<file path="config.mk">
export PLATFORM = sky130hd
export DESIGN_NAME = ex_operand_stage_flat
export DESIGN_NICKNAME = d
export VERILOG_FILES = /design/src/rtl/ex_operand_stage_if.sv /design/src/rtl/ex_operand_stage.sv /design/src/flat_wrapper.sv
export SDC_FILE = /design/constraint.sdc
export NUM_CORES = 1
export LEC_CHECK = 0
export ABC_AREA = 0
export BUFFER_PORTS_ARGS = -buffer_cell sky130_fd_sc_hd__buf_4
export CAP_MARGIN = 25
export CORE_MARGIN = 4
export CORE_UTILIZATION = 56
export DETAILED_ROUTE_END_ITERATION = 10
export GPL_TIMING_DRIVEN = 0
export PLACE_DENSITY = 0.82
export SLEW_MARGIN = 20
export SYNTH_ARGS = -nofsm -noshare
export SYNTH_HDL_FRONTEND = slang
export SYNTH_SLANG_ARGS = --single-unit
</file>
<file path="constraint.sdc">
create_clock -name clk -period 13.52 [get_ports clk]
set_clock_uncertainty 0.2 [all_clocks]
set_input_delay 1.352 -clock clk [delete_from_list [all_inputs] [get_ports clk]]
set_output_delay 1.352 -clock clk [all_outputs]
set_load 0.03 [all_outputs]
</file>
<file path="src/rtl/ex_operand_stage_if.sv">
// Decode/execute handshake, operand and forwarding bus for ex_operand_stage.
// master: decode/pipeline side driving the stage; slave: the stage itself.
interface ex_operand_stage_if #(
  parameter int unsigned XLEN = 32,
  parameter int unsigned REGW = 5,
  parameter int unsigned CONW = 4
);
  logic            in_valid;
  logic            in_ready;
  logic [XLEN-1:0] in_rs1_data;
  logic [XLEN-1:0] in_rs2_data;
  logic [REGW-1:0] in_rs1;
  logic [REGW-1:0] in_rs2;
  logic [XLEN-1:0] in_pc;
  logic [XLEN-1:0] in_imm;
  logic            in_sel_a;
  logic            in_sel_b;
  logic [CONW-1:0] in_alu_con;
  logic [REGW-1:0] in_rd;
  logic            in_reg_wr;
  logic            flush;
  logic            mem_wr;
  logic [REGW-1:0] mem_rd;
  logic [XLEN-1:0] mem_data;
  logic            wb_wr;
  logic [REGW-1:0] wb_rd;
  logic [XLEN-1:0] wb_data;
  logic            out_valid;
  logic            out_ready;
  logic [XLEN-1:0] alu_a;
  logic [XLEN-1:0] alu_b;
  logic [CONW-1:0] alu_con;
  logic [REGW-1:0] out_rd;
  logic            out_reg_wr;

  modport master (
    output in_valid, in_rs1_data, in_rs2_data, in_rs1, in_rs2, in_pc, in_imm,
           in_sel_a, in_sel_b, in_alu_con, in_rd, in_reg_wr, flush,
           mem_wr, mem_rd, mem_data, wb_wr, wb_rd, wb_data, out_ready,
    input  in_ready, out_valid, alu_a, alu_b, alu_con, out_rd, out_reg_wr
  );

  modport slave (
    input  in_valid, in_rs1_data, in_rs2_data, in_rs1, in_rs2, in_pc, in_imm,
           in_sel_a, in_sel_b, in_alu_con, in_rd, in_reg_wr, flush,
           mem_wr, mem_rd, mem_data, wb_wr, wb_rd, wb_data, out_ready,
    output in_ready, out_valid, alu_a, alu_b, alu_con, out_rd, out_reg_wr
  );
endinterface

</file>
<file path="src/rtl/ex_operand_stage.sv">
// Decode-to-execute operand stage: two-entry skid buffer, WB refresh of held operands, ALU drive.
// Define EX_OPERAND_FWD_EN to forward EX/MEM and MEM/WB results onto the ALU operands.
module ex_operand_stage #(
  parameter int unsigned XLEN = 32,
  parameter int unsigned REGW = 5,
  parameter int unsigned CONW = 4
) (
  input logic                clk,
  input logic                rst,
  ex_operand_stage_if.slave  bus
);

  typedef struct packed {
    logic            valid;
    logic [XLEN-1:0] rs1_data;
    logic [XLEN-1:0] rs2_data;
    logic [REGW-1:0] rs1;
    logic [REGW-1:0] rs2;
    logic [XLEN-1:0] pc;
    logic [XLEN-1:0] imm;
    logic            sel_a;
    logic            sel_b;
    logic [CONW-1:0] alu_con;
    logic [REGW-1:0] rd;
    logic            reg_wr;
  } entry_t;

  entry_t          r_main;
  entry_t          r_skid;
  entry_t          w_main_d;
  entry_t          w_skid_d;
  entry_t          w_in_entry;
  logic            w_fire_in;
  logic            w_fire_out;
  logic [XLEN-1:0] w_rs1_fwd;
  logic [XLEN-1:0] w_rs2_fwd;

  // A write to a matching nonzero index lands in the operand, write-first.
  function automatic entry_t refresh(entry_t e, logic wr, logic [REGW-1:0] rd,
                                     logic [XLEN-1:0] data);
    entry_t r;
    r = e;
    if (wr && (rd != '0) && (rd == e.rs1)) r.rs1_data = data;
    if (wr && (rd != '0) && (rd == e.rs2)) r.rs2_data = data;
    return r;
  endfunction

  assign bus.in_ready = ~r_skid.valid;
  assign bus.out_valid = r_main.valid;
  assign w_fire_in = bus.in_valid & ~r_skid.valid;
  assign w_fire_out = r_main.valid & bus.out_ready;

  always_comb begin
    w_in_entry          = '0;
    w_in_entry.valid    = 1'b1;
    w_in_entry.rs1_data = bus.in_rs1_data;
    w_in_entry.rs2_data = bus.in_rs2_data;
    w_in_entry.rs1      = bus.in_rs1;
    w_in_entry.rs2      = bus.in_rs2;
    w_in_entry.pc       = bus.in_pc;
    w_in_entry.imm      = bus.in_imm;
    w_in_entry.sel_a    = bus.in_sel_a;
    w_in_entry.sel_b    = bus.in_sel_b;
    w_in_entry.alu_con  = bus.in_alu_con;
    w_in_entry.rd       = bus.in_rd;
    w_in_entry.reg_wr   = bus.in_reg_wr;
  end

  always_comb begin
    w_main_d = refresh(r_main, bus.wb_wr, bus.wb_rd, bus.wb_data);
    w_skid_d = refresh(r_skid, bus.wb_wr, bus.wb_rd, bus.wb_data);
    if (w_fire_out || !r_main.valid) begin
      if (r_skid.valid) begin
        // in_ready is low here, so no input competes with the skid entry.
        w_main_d       = w_skid_d;
        w_skid_d.valid = 1'b0;
      end else if (w_fire_in) begin
        w_main_d = refresh(w_in_entry, bus.wb_wr, bus.wb_rd, bus.wb_data);
      end else begin
        w_main_d.valid = 1'b0;
      end
    end else if (w_fire_in) begin
      w_skid_d = refresh(w_in_entry, bus.wb_wr, bus.wb_rd, bus.wb_data);
    end
    if (bus.flush) begin
      w_main_d.valid = 1'b0;
      w_skid_d.valid = 1'b0;
    end
  end

  always_ff @(posedge clk or posedge rst) begin
    if (rst) begin
      r_main <= '0;
      r_skid <= '0;
    end else begin
      r_main <= w_main_d;
      r_skid <= w_skid_d;
    end
  end

`ifdef EX_OPERAND_FWD_EN
  always_comb begin
    w_rs1_fwd = r_main.rs1_data;
    w_rs2_fwd = r_main.rs2_data;
    if (bus.mem_wr && (bus.mem_rd != '0) && (bus.mem_rd == r_main.rs1)) begin
      w_rs1_fwd = bus.mem_data;
    end else if (bus.wb_wr && (bus.wb_rd != '0) && (bus.wb_rd == r_main.rs1)) begin
      w_rs1_fwd = bus.wb_data;
    end
    if (bus.mem_wr && (bus.mem_rd != '0) && (bus.mem_rd == r_main.rs2)) begin
      w_rs2_fwd = bus.mem_data;
    end else if (bus.wb_wr && (bus.wb_rd != '0) && (bus.wb_rd == r_main.rs2)) begin
      w_rs2_fwd = bus.wb_data;
    end
  end
`else
  logic w_unused_mem;
  assign w_unused_mem = ^{bus.mem_wr, bus.mem_rd, bus.mem_data};
  assign w_rs1_fwd = r_main.rs1_data;
  assign w_rs2_fwd = r_main.rs2_data;
`endif

  assign bus.alu_a      = r_main.sel_a ? r_main.pc : w_rs1_fwd;
  assign bus.alu_b      = r_main.sel_b ? r_main.imm : w_rs2_fwd;
  assign bus.alu_con    = r_main.alu_con;
  assign bus.out_rd     = r_main.rd;
  assign bus.out_reg_wr = r_main.valid & r_main.reg_wr;

endmodule

</file>
<file path="src/flat_wrapper.sv">
// flat-port wrapper written by rule: the top's interface ports become plain ports
module ex_operand_stage_flat 
#(
  parameter int unsigned XLEN = 32,
  parameter int unsigned REGW = 5,
  parameter int unsigned CONW = 4
)
  (clk, rst, bus_in_valid, bus_in_rs1_data, bus_in_rs2_data, bus_in_rs1, bus_in_rs2, bus_in_pc, bus_in_imm, bus_in_sel_a, bus_in_sel_b, bus_in_alu_con, bus_in_rd, bus_in_reg_wr, bus_flush, bus_mem_wr, bus_mem_rd, bus_mem_data, bus_wb_wr, bus_wb_rd, bus_wb_data, bus_out_ready, bus_in_ready, bus_out_valid, bus_alu_a, bus_alu_b, bus_alu_con, bus_out_rd, bus_out_reg_wr);
  ex_operand_stage_if #(.XLEN(XLEN), .REGW(REGW), .CONW(CONW)) bus_i ();
  input logic clk;
  input logic rst;
  input wire logic [$bits(bus_i.in_valid)-1:0] bus_in_valid;
  input wire logic [$bits(bus_i.in_rs1_data)-1:0] bus_in_rs1_data;
  input wire logic [$bits(bus_i.in_rs2_data)-1:0] bus_in_rs2_data;
  input wire logic [$bits(bus_i.in_rs1)-1:0] bus_in_rs1;
  input wire logic [$bits(bus_i.in_rs2)-1:0] bus_in_rs2;
  input wire logic [$bits(bus_i.in_pc)-1:0] bus_in_pc;
  input wire logic [$bits(bus_i.in_imm)-1:0] bus_in_imm;
  input wire logic [$bits(bus_i.in_sel_a)-1:0] bus_in_sel_a;
  input wire logic [$bits(bus_i.in_sel_b)-1:0] bus_in_sel_b;
  input wire logic [$bits(bus_i.in_alu_con)-1:0] bus_in_alu_con;
  input wire logic [$bits(bus_i.in_rd)-1:0] bus_in_rd;
  input wire logic [$bits(bus_i.in_reg_wr)-1:0] bus_in_reg_wr;
  input wire logic [$bits(bus_i.flush)-1:0] bus_flush;
  input wire logic [$bits(bus_i.mem_wr)-1:0] bus_mem_wr;
  input wire logic [$bits(bus_i.mem_rd)-1:0] bus_mem_rd;
  input wire logic [$bits(bus_i.mem_data)-1:0] bus_mem_data;
  input wire logic [$bits(bus_i.wb_wr)-1:0] bus_wb_wr;
  input wire logic [$bits(bus_i.wb_rd)-1:0] bus_wb_rd;
  input wire logic [$bits(bus_i.wb_data)-1:0] bus_wb_data;
  input wire logic [$bits(bus_i.out_ready)-1:0] bus_out_ready;
  output wire logic [$bits(bus_i.in_ready)-1:0] bus_in_ready;
  output wire logic [$bits(bus_i.out_valid)-1:0] bus_out_valid;
  output wire logic [$bits(bus_i.alu_a)-1:0] bus_alu_a;
  output wire logic [$bits(bus_i.alu_b)-1:0] bus_alu_b;
  output wire logic [$bits(bus_i.alu_con)-1:0] bus_alu_con;
  output wire logic [$bits(bus_i.out_rd)-1:0] bus_out_rd;
  output wire logic [$bits(bus_i.out_reg_wr)-1:0] bus_out_reg_wr;
  assign bus_i.in_valid = bus_in_valid;
  assign bus_i.in_rs1_data = bus_in_rs1_data;
  assign bus_i.in_rs2_data = bus_in_rs2_data;
  assign bus_i.in_rs1 = bus_in_rs1;
  assign bus_i.in_rs2 = bus_in_rs2;
  assign bus_i.in_pc = bus_in_pc;
  assign bus_i.in_imm = bus_in_imm;
  assign bus_i.in_sel_a = bus_in_sel_a;
  assign bus_i.in_sel_b = bus_in_sel_b;
  assign bus_i.in_alu_con = bus_in_alu_con;
  assign bus_i.in_rd = bus_in_rd;
  assign bus_i.in_reg_wr = bus_in_reg_wr;
  assign bus_i.flush = bus_flush;
  assign bus_i.mem_wr = bus_mem_wr;
  assign bus_i.mem_rd = bus_mem_rd;
  assign bus_i.mem_data = bus_mem_data;
  assign bus_i.wb_wr = bus_wb_wr;
  assign bus_i.wb_rd = bus_wb_rd;
  assign bus_i.wb_data = bus_wb_data;
  assign bus_i.out_ready = bus_out_ready;
  assign bus_in_ready = bus_i.in_ready;
  assign bus_out_valid = bus_i.out_valid;
  assign bus_alu_a = bus_i.alu_a;
  assign bus_alu_b = bus_i.alu_b;
  assign bus_alu_con = bus_i.alu_con;
  assign bus_out_rd = bus_i.out_rd;
  assign bus_out_reg_wr = bus_i.out_reg_wr;
  ex_operand_stage #(.XLEN(XLEN), .REGW(REGW), .CONW(CONW)) u_core (.clk(clk), .rst(rst), .bus(bus_i));
endmodule
</file>
==> results.toml <==
[worst_setup_path]
cpPeakStageDelay_ps = 820
crit_path_start_kind = "primary input"
crit_path_cell_trace = "clkbuf_1 > nand2_1 > nor2_1 > clkbuf_1 > buf_2 > mux2_2"
worst_setup_path_end_kind = "flop"
worst-path-max-fanout = 10
cp.required_ps = 13710
reg2reg_depth = 7
arrival_ps = 4580
cpMaxStageDelayCell = "nor2_1"
crit_type = "primary input to flop"
cpMostUsedCell = "clkbuf_1"

[final_layout]
layout.nets = 1998
syn2layout_area_growth_pct = 22.2
drive_above_1_share_pct = 28.4

[run]
cap_violations = 0

[min_path]
hold_path_class = "flop to flop"
min_path_cells = 2

[synth]
ys_ff_latch = 302
synthArstFlopShare_pct = 100
synthCells = 1490
synth-edff-count = 0
avgSynthCellArea_um2 = 10.6
seq_area_frac_synth_pct = 47.8
syn-cell-area_mm2 = 0.0158
synth_cell_types = 37
yosysWarnings = 0
synth_nets = 1721
synthFlopType = "dfrtp_1"

[sta]
min_period_ps = 4380
grt_setup_unrepaired = "false"
slew_headroom_pct = 26.2
worstMarginPinSlew_ps = 1100
hold_viol = 0
setup_violations = 0
final-max-slew-violation-count = 0
setup_tns_ps = 0
fin_ws_ps = 9140
fmax_ghz = 0.228
finalCritPeriodShare_pct = 32.4

[die]
fp-row-count = 61
dieHeight_um = 176
fp.dieW_um = 176
start_util_pct = 56.9
die_area_mm2 = 0.0310
io_pins = 307
core_mm2 = 0.0278

[cts]
clock-sinks = 302
insertion_delay_ps = 510
cts_tree = "built"
cts_htree_levels = 2
clockBufferDepth = 3
clkTransAtPathRegs_ps = 60
numCtsBuffers = 34
cts_resized = 0
cts_root_buf = "clkbuf_16"
cts_setup_buffers = 0
cts-hold-fix-buffers = 0

[routing]
drtIter0Drc = 1395
viasPerCell = 6.36
dr.pass1.iters = 6
avgRoutedWirePerCell_um = 23.3
finalWirelength_um = 50600
via_count = 13800
drc = 0
postRouteAntennaNets = 0

[grt]
grt_pass1_vias = 14000
gr-total-overflow = 0
antenna_found_initial = 7
grt_use_total_pct = 31.6
grt_max_degree = 100
grt_pass1_wl_um = 77600

[pwr]
powerDensity_mw_per_mm2 = 152
power_uw = 2930
leakage_uw = 0.00791
vdd_ir_drop_max_uv = 153

[place]
dp_slack_ps = 8760
dp_hpwl_um = 36600
gp_congestion = 0.895
port_buffers = 237

[status]
status = "complete, no violations"
[sequential cells by signal, indices dropped and copies added, names as in the netlist]
signal / cells
u_core.bus.alu_con: 4
u_core.bus.out_rd: 5
u_core.bus.out_valid: 1
u_core.r_main: 77
u_core.r_skid: 151
u_core.w_rs1_fwd: 32
u_core.w_rs2_fwd: 32
[layout by cell type (no fill, tap or decap), types with 35 or more instances in the layout]
master | Yosys | routed
dfrtp_1 | 302 | 302
buf_4 | 17 | 255
mux2i_1 | 150 | 150
buf_2 | 35 | 35
nand2_1 | 85 | 85
a21oi_1 | 68 | 68
o21ai_0 | 40 | 40
clkbuf_1 | 99 | 104
o221ai_1 | 37 | 37
nor2_1 | 176 | 176
mux2_1 | 37 | 37
clkbuf_16 | 0 | 37
o22ai_1 | 146 | 146
mux2_2 | 150 | 150
[cell families (layout without fill, tap and decap cells)]
family,Yosys count,in the layout,share of synthesized area (%)
XOR/XNOR,30,30,1.66
AND/OR/NAND/NOR,284,284,7.44
flip-flops,302,302,47.8
AO/OA/AOI/OAI,372,372,15.5
multiplexers,338,338,23.0
buffers and inverters,164,464,4.58
other,0,4,0
[per-layer routing]
metal / routed length [µm] / track usage (%) / part of all wire [%] / up-vias
li1: - / - / - / 6017
met1: 20000 / 41.8 / 40 / 6890
met2: 24000 / 51.9 / 47 / 770
met3: 4670 / 6.10 / 9.2 / 126
met4: 1870 / 12.7 / 3.7 / 10
met5: 69 / 0 / 0.14 / -
[critical path: cells and delay by family]
family / cells / cell delay [ps]
muxes: 1 / 390
and+or+nand+nor: 2 / 1340
buffers and inverters: 3 / 1480
[cell type report]
cell class / instances / area (µm²)
Timing Repair Buffer: 241 / 1870
Antenna cell: 4 / 10.0
Inverter: 2 / 15.0
Clock buffer: 49 / 1040
Sequential cell: 302 / 7560
Tap cell: 378 / 473
Fill cell: 2106 / 8480
Multi-Input combinational cell: 1024 / 7520
Clock inverter: 10 / 103
Buffer: 162 / 716
[cell usage after synthesis, types with 2 or more instances]
library cell  instances  area (µm²)
clkbuf_1             99         372
nand2_1              85         319
o221ai_1             37         324
buf_1                11        41.3
mux2i_1             150        1500
mux2_1               37         417
a221oi_1             26         228
mux2_2              150        1690
a21oi_1              68         340
xor2_1               12         105
nand2b_1              3        18.8
a22oi_1              19         143
nor2_1              176         661
xnor2_1              18         158
o21ai_0              40         200
o21ai_1               2        10.0
a22o_1               26         228
o22ai_1             146         913
nor4_2                4        50.1
buf_2                35         175
nand3_1               6        30.0
nor2b_1               2        12.5
nor4_4                2        42.5
dfrtp_1             302        7560
a31oi_1               6        37.5
buf_4                17         128
[path summary, 6_finish.rpt]
| check | slack (ps) | end | start |
|---|---|---|---|
| max in group asynchronous | 11350 | u_core.r_skid[50]$_DFFE_PP0P_ | rst |
| worst min register to register | 290 | u_core.r_main[51]$_DFFE_PP0P_ | u_core.r_main[51]$_DFFE_PP0P_ |
| worst max register to register | 9690 | u_core.r_skid[14]$_DFFE_PP0P_ | u_core.r_skid[150]$_DFFE_PP0P_ |
| min in group asynchronous | 590 | u_core.r_skid[74]$_DFFE_PP0P_ | rst |
| worst max-delay path | 9140 | u_core.r_skid[14]$_DFFE_PP0P_ | bus_in_valid |
| worst min-delay path | 290 | u_core.r_main[51]$_DFFE_PP0P_ | u_core.r_main[51]$_DFFE_PP0P_ |
[report_power, final]
part / switching, µW / leakage (µW) / internal (µW)
Combinational: 405 / 0.00384 / 339
Sequential: 130 / 0.00351 / 1110
Clock: 375 / 0.000568 / 573
[stage by stage]
| step | std cells | area (µm²) | utilization [%] | hold WS, ps |
|---|---|---|---|---|
| 4_1_cts | 2167 | 19300 | 69.4 | 288 |
| 3_3_place_gp | 2105 | 18000 | 65.0 | 260 |
| 2_1_floorplan | 1490 | 15800 | - | 244 |
| 6_report | 2172 | 19300 | 69.5 | 289 |
| 3_5_place_dp | 2108 | 18100 | 65.3 | 275 |
| 5_1_grt | 2170 | 19300 | 69.5 | 322 |
Power figures use the tool's default switching activity.
